## src/rtl/posit_round_encode_pkg.sv

```systemverilog
// Shared posit datapath definitions: default geometry, special encodings,
// saturation scale bounds and the round/encode FSM state type.
package posit_pkg;

    localparam int POSIT_N  = 32;
    localparam int POSIT_ES = 3;
    localparam int SCALE_W  = 10;
    localparam int MANT_W   = 64;
    localparam int FRAC_W   = 62;

    // Largest scale whose regime still fits in the N-1 bit body.
    function automatic int sat_hi_scale(input int n, input int es);
        return (n - 2) * (1 << es);
    endfunction

    localparam logic [POSIT_N-1:0] POSIT_ZERO  = '0;
    localparam logic [POSIT_N-1:0] POSIT_NAR   = {1'b1, {(POSIT_N-1){1'b0}}};
    localparam logic [POSIT_N-2:0] MAXPOS_BODY = '1;
    localparam logic [POSIT_N-2:0] MINPOS_BODY = {{(POSIT_N-2){1'b0}}, 1'b1};
    localparam int SAT_HI_SCALE = sat_hi_scale(POSIT_N, POSIT_ES);
    localparam int SAT_LO_SCALE = -SAT_HI_SCALE - 1;

    typedef enum logic [1:0] {
        IDLE,
        PACK,
        ROUND,
        DONE
    } state_e;

endpackage

```

## src/rtl/posit_regime_pack.sv

```systemverilog
// Combinational regime/exponent/fraction packer shared by the posit multiplier
// and adder datapaths; yields the N-1 bit body plus guard and sticky.
module posit_regime_pack
    import posit_pkg::*;
#(
    parameter int N  = POSIT_N,
    parameter int ES = POSIT_ES,
    parameter int KW = SCALE_W - POSIT_ES
) (
    input  logic [KW-1:0]     k,
    input  logic [ES-1:0]     e,
    input  logic [FRAC_W-1:0] frac,
    output logic [N-2:0]      body,
    output logic              guard,
    output logic              sticky
);

    localparam int PAD = 1 << (KW - 1);
    localparam int WV  = 2 + ES + FRAC_W + PAD;

    logic [KW-2:0]        run_len;
    logic signed [WV-1:0] seed;
    logic signed [WV-1:0] packed_bits;

    // Seed "10" (k>=0) or "01" (k<0) and arithmetic-shift it right so the sign
    // fill extends the leading run to k+1 ones or -k zeros; the zero pad keeps
    // every tail bit inside the vector for the sticky OR.
    always_comb begin
        run_len     = k[KW-1] ? ~k[KW-2:0] : k[KW-2:0];
        seed        = {(k[KW-1] ? 2'b01 : 2'b10), e, frac, {PAD{1'b0}}};
        packed_bits = seed >>> run_len;
        body        = packed_bits[WV-1 -: N-1];
        guard       = packed_bits[WV-N];
        sticky      = |packed_bits[WV-N-1:0];
    end

endmodule

```

## src/rtl/posit_round_encode.sv

```systemverilog
// Posit multiplier back end: packs scale/mantissa into an N-bit posit with
// round-to-nearest-even, minpos/maxpos saturation and sign application.
module posit_round_encode
    import posit_pkg::*;
#(
    parameter int N  = POSIT_N,
    parameter int ES = POSIT_ES
) (
    input  logic                clk,
    input  logic                rst_n,
    input  logic                start,
    input  logic                sign_in,
    input  logic                zero_in,
    input  logic                nar_in,
    input  logic [SCALE_W-1:0]  scale_in,
    input  logic [MANT_W-1:0]   mant_in,
    output logic [N-1:0]        posit_out,
    output logic                inexact,
    output logic                busy,
    output logic                done
);

    localparam int KW = SCALE_W - ES;
    localparam logic signed [SCALE_W-1:0] SAT_HI = SCALE_W'(sat_hi_scale(N, ES));
    localparam logic signed [SCALE_W-1:0] SAT_LO = SCALE_W'(-sat_hi_scale(N, ES) - 1);
    localparam logic [N-1:0] NAR_CODE = {1'b1, {(N-1){1'b0}}};
    localparam logic [N-2:0] MINPOS   = {{(N-2){1'b0}}, 1'b1};

    state_e              state_q, state_d;
    logic                sign_q, sign_d, zero_q, zero_d, nar_q, nar_d;
    logic [SCALE_W-1:0]  scale_q, scale_d;
    logic [FRAC_W-1:0]   frac_q, frac_d;
    logic [N-2:0]        body_q, body_d;
    logic                guard_q, guard_d, sticky_q, sticky_d;
    logic                sat_max_q, sat_max_d, sat_min_q, sat_min_d;
    logic [N-1:0]        posit_q, posit_d;
    logic                inexact_q, inexact_d, busy_q, busy_d, done_q, done_d;

    logic [N-2:0]        pack_body, body_r;
    logic                pack_guard, pack_sticky, round_up;
    logic [N-1:0]        mag;

    // The leading "01" of a normalised mantissa is implied and never encoded.
    logic unused_mant_msbs;
    assign unused_mant_msbs = ^mant_in[MANT_W-1:FRAC_W];

    posit_regime_pack #(.N(N), .ES(ES), .KW(KW)) u_pack (
        .k      (scale_q[SCALE_W-1:ES]),
        .e      (scale_q[ES-1:0]),
        .frac   (frac_q),
        .body   (pack_body),
        .guard  (pack_guard),
        .sticky (pack_sticky)
    );

    always_comb begin
        state_d   = state_q;
        sign_d    = sign_q;
        zero_d    = zero_q;
        nar_d     = nar_q;
        scale_d   = scale_q;
        frac_d    = frac_q;
        body_d    = body_q;
        guard_d   = guard_q;
        sticky_d  = sticky_q;
        sat_max_d = sat_max_q;
        sat_min_d = sat_min_q;
        posit_d   = posit_q;
        inexact_d = inexact_q;
        busy_d    = busy_q;
        done_d    = done_q;

        round_up = guard_q & (body_q[0] | sticky_q) & (body_q != '1);
        if (sat_max_q)      body_r = '1;
        else if (sat_min_q) body_r = MINPOS;
        else                body_r = body_q + {{(N-2){1'b0}}, round_up};
        mag = {1'b0, body_r};

        unique case (state_q)
            IDLE: begin
                if (start) begin
                    sign_d  = sign_in;
                    zero_d  = zero_in;
                    nar_d   = nar_in;
                    scale_d = scale_in;
                    frac_d  = mant_in[FRAC_W-1:0];
                    busy_d  = 1'b1;
                    state_d = PACK;
                end
            end
            PACK: begin
                body_d    = pack_body;
                guard_d   = pack_guard;
                sticky_d  = pack_sticky;
                sat_max_d = $signed(scale_q) >= SAT_HI;
                sat_min_d = $signed(scale_q) <= SAT_LO;
                state_d   = ROUND;
            end
            ROUND: begin
                if (nar_q) begin
                    posit_d   = NAR_CODE;
                    inexact_d = 1'b0;
                end else if (zero_q) begin
                    posit_d   = '0;
                    inexact_d = 1'b0;
                end else begin
                    posit_d   = sign_q ? -mag : mag;
                    inexact_d = guard_q | sticky_q | sat_max_q | sat_min_q;
                end
                done_d  = 1'b1;
                state_d = DONE;
            end
            DONE: begin
                done_d  = 1'b0;
                busy_d  = 1'b0;
                state_d = IDLE;
            end
            default: state_d = IDLE;
        endcase
    end

    always_ff @(posedge clk) begin
        if (!rst_n) begin
            state_q   <= IDLE;
            sign_q    <= 1'b0;
            zero_q    <= 1'b0;
            nar_q     <= 1'b0;
            scale_q   <= '0;
            frac_q    <= '0;
            body_q    <= '0;
            guard_q   <= 1'b0;
            sticky_q  <= 1'b0;
            sat_max_q <= 1'b0;
            sat_min_q <= 1'b0;
            posit_q   <= '0;
            inexact_q <= 1'b0;
            busy_q    <= 1'b0;
            done_q    <= 1'b0;
        end else begin
            state_q   <= state_d;
            sign_q    <= sign_d;
            zero_q    <= zero_d;
            nar_q     <= nar_d;
            scale_q   <= scale_d;
            frac_q    <= frac_d;
            body_q    <= body_d;
            guard_q   <= guard_d;
            sticky_q  <= sticky_d;
            sat_max_q <= sat_max_d;
            sat_min_q <= sat_min_d;
            posit_q   <= posit_d;
            inexact_q <= inexact_d;
            busy_q    <= busy_d;
            done_q    <= done_d;
        end
    end

    assign posit_out = posit_q;
    assign inexact   = inexact_q;
    assign busy      = busy_q;
    assign done      = done_q;

endmodule

```

## config.mk

```make
export PLATFORM = sky130hd
export DESIGN_NAME = posit_round_encode
export DESIGN_NICKNAME = d
export VERILOG_FILES = /design/src/rtl/posit_round_encode_pkg.sv /design/src/rtl/posit_regime_pack.sv /design/src/rtl/posit_round_encode.sv
export SDC_FILE = /design/constraint.sdc
export NUM_CORES = 1
export LEC_CHECK = 0
export BUFFER_PORTS_ARGS = -buffer_cell sky130_fd_sc_hd__buf_2
export CAP_MARGIN = 20
export CORE_UTILIZATION = 55
export DETAILED_ROUTE_END_ITERATION = 8
export GPL_TIMING_DRIVEN = 1
export PLACE_DENSITY = 0.76
export SLEW_MARGIN = 5
export SYNTH_ARGS = -nofsm -noshare
export SYNTH_HDL_FRONTEND = slang
export SYNTH_SLANG_ARGS = --single-unit
```

## constraint.sdc

```tcl
create_clock -name clk -period 4.8 [get_ports clk]
set_clock_uncertainty 0.1 [all_clocks]
set_input_delay 0 -clock clk [delete_from_list [all_inputs] [get_ports clk]]
set_output_delay 0 -clock clk [all_outputs]
set_load 0.02 [all_outputs]
```

==> run_results.csv <==
group,metric,value,unit
critical_path,crit_type,"reg -> reg",
hold_path,hold_class,"in -> reg",
run_status,status,"complete, no violations",
placement,post-dp-hpwl,35.8,mm
critical_path,cp-end-kind,"register",
clock_network,cts_tree,"yes",
drt,num_vias,15300,
critical_path,required,5000,ps
job,max-cap-violations,0,
drt,routed_wl,50.4,mm
yosys,ys_ff_latch,147,
critical_path,worstPathArrival,4560,ps
yosys,ys_warn_count,0,
timing,layout_worst_path_cycle_share,0.909,
yosys,ys_async_sr_fraction,0,
timing,hold_slack,247,ps
clock_network,cts_made_buffers,17,
cells_and_area,final_cell_mix,"nand2_1 (279), dfxtp_1 (144), nor2_1 (130)",
power,power.total,9.58,mW
clock_network,htreeDepth,4,
global_routing,grt_remaining_overflow,0,
global_routing,grt_pass1_wl,79.6,mm
timing,final.setup.tns,0,ps
floorplan,die_w,160,µm
floorplan,num_rows,57,
yosys,synth_seq_area_share,0.216,
timing,post-route-min-period,4360,ps
yosys,synth_cell_types,88,
global_routing,grt_max_degree,74,
clock_network,clkLatencyLatePin,450,ps
timing,finalHoldViolations,0,
drt,avgRoutedWirePerCell,21.9,µm
cells_and_area,layout-drive-gt1-share,0.172,
yosys,synth-edff-count,0,
placement,place_congestion,1.07,
timing,tightestPinTransition,1180,ps
timing,drv_slew,0,
floorplan,die_h,160,µm
global_routing,track_usage,0.393,
cells_and_area,nNetsFinal,2053,
power,p_leak,6.03,nW
clock_network,cts_sinks,147,
global_routing,antenna_found_initial,1,
yosys,synth_nets,1936,
yosys,synth_ff_type,"dfxtp_1",
drt,drc,0,
cells_and_area,num-fill-cells,2137,
drt,via_per_inst,6.65,
global_routing,grt_pass1_vias,14100,
cells_and_area,syn_to_final_growth,16.8,%
cells_and_area,fin_util,0.656,
power,peakVddDrop,358,µV
floorplan,start_util,0.561,
floorplan,pin_count,115,
drt,drt_iter0_drc,2068,
floorplan,die-area,25500,µm²
clock_network,clk_pin_slew,80,ps
timing,setup_viol,0,
placement,numPortBuffers,112,
timing,max_slew_margin,0.209,
yosys,synth_area,13600,µm²
yosys,synthCells,1847,
critical_path,cp-start-kind,"register",
floorplan,core,24300,µm²
drt,ant_nets,0,
cells_and_area,final_common_cell,"nand2_1",
power,power_density,601,nW/µm²
clock_network,ctsLongestPathBuffers,2,
timing,fmax,229,MHz
timing,rsz0062_at_grt,"no",
clock_network,cts-root-buf,"clkbuf_16",
yosys,syn-mean-instance-area,7.39,µm²
drt,drt_pre_antenna_iters,6,
critical_path,path_max_fanout,8,
==> synthesized netlist by cell type (15+ instances only) <==
library cell,number,area [µm²]
xor2_1,19,166
inv_1,36,135
a21boi_0,81,608
nand3_1,49,245
nand2b_1,28,175
nand2_1,280,1050
a211oi_1,24,180
buf_2,35,175
nor2_1,131,492
o21ai_0,104,521
mux2_2,64,721
a21oi_1,85,425
mux2i_1,73,731
nor3_1,33,165
dfxtp_1,147,2940
o31ai_1,16,120
mux4_2,22,495
and2_1,34,213
nor2b_1,22,138
o22ai_1,96,601
clkbuf_1,112,420
xnor2_1,36,315
o211a_1,15,150
nand4_1,25,156
nor4_1,15,93.8
==> worst paths after layout <==
kind	start	endpoint	slack, ps	cells after the start
hold / removal	mant_in[30]	frac_q[30]	250	4
hold reg to reg	posit_out[24]	posit_out[24]	350	2
setup reg to reg	body_q[15]	posit_out[26]	440	17
setup / recovery	body_q[15]	posit_out[26]	440	17
==> where the power goes <==
group | internal (mW) | total, mW | switching (mW)
sequential | 1.54 | 2.09 | 0.545
clock | 0.758 | 1.43 | 0.674
combinational | 2.37 | 6.06 | 3.69
==> repair_timing <==
| action | CTS | global route |
|---|---|---|
| setup endpoints to repair | 0 | 5 |
| hold endpoints to repair | 84 | 0 |
| gates resized for setup | 0 | 3 |
| buffers inserted | 0 | 1 |
| hold buffers | 77 | 0 |
==> critical path: stages, from the launching register on <==
cell,delay (ps)
dfxtp_1,440
and3_1,280
nand4_1,180
nor2_2,210
a21oi_1,110
ha_1,240
xnor2_1,230
nor2_1,70
nor2_1,150
ha_1,180
nand2b_1,70
or4_1,630
o41ai_4,460
nand3_2,180
o21bai_1,290
nor2_1,160
xor2_1,150
o21ai_0,100
==> registers in the layout (all words and copies together), names as in the netlist <==
name / count
guard_q: 1
zero_q: 1
sign_q: 1
body_q: 31
sat_min_q: 1
inexact: 1
scale_q: 10
done: 1
state_q: 2
nar_q: 1
sticky_q: 1
sat_max_q: 1
frac_q: 62
posit_out: 32
busy: 1
==> per-layer routing <==
| metal | vias to the layer above | part of all wire | global-route usage |
|---|---|---|---|
| met5 | - | 0 | 0 |
| met4 | 0 | 0.038 | 0.146 |
| met3 | 177 | 0.10 | 0.0755 |
| met2 | 916 | 0.43 | 0.603 |
| met1 | 7167 | 0.43 | 0.544 |
| li1 | 7054 | - | - |
==> layout make-up <==
cell class / instances / area (µm²) / area share
Multi-Input combinational cell: 1491 / 9870 / 0.619
Timing Repair Buffer: 269 / 1970 / 0.124
Clock buffer: 18 / 439 / 0.0275
Inverter: 38 / 143 / 0.00895
Tap cell: 324 / 405 / 0.0254
Antenna cell: 1 / 2.50 / 0.000157
Sequential cell: 147 / 2950 / 0.185
Clock inverter: 14 / 163 / 0.0102
==> metrics by stage <==
step	area, µm²	instances	setup slack [ps]
2_1_floorplan	13600	1847	623
3_3_place_gp	14500	2191	430
3_5_place_dp	14500	2191	290
4_1_cts	15900	2300	194
5_1_grt	15900	2302	109
6_report	15900	2302	436
==> kinds of logic (layout without fill, tap and decap cells) <==
group           count (synthesis)  in the layout  share of synthesized area
simple gates                  687            687                      0.239
buf+inv                       209            339                     0.0637
mux                           159            159                      0.143
fa+ha+maj                      11             11                    0.00972
flops                         147            147                      0.216
xor+xnor                       57             57                     0.0385
other cells                     0              1                          0
compound gates                577            577                      0.291
(Power assumes the default switching activity.)
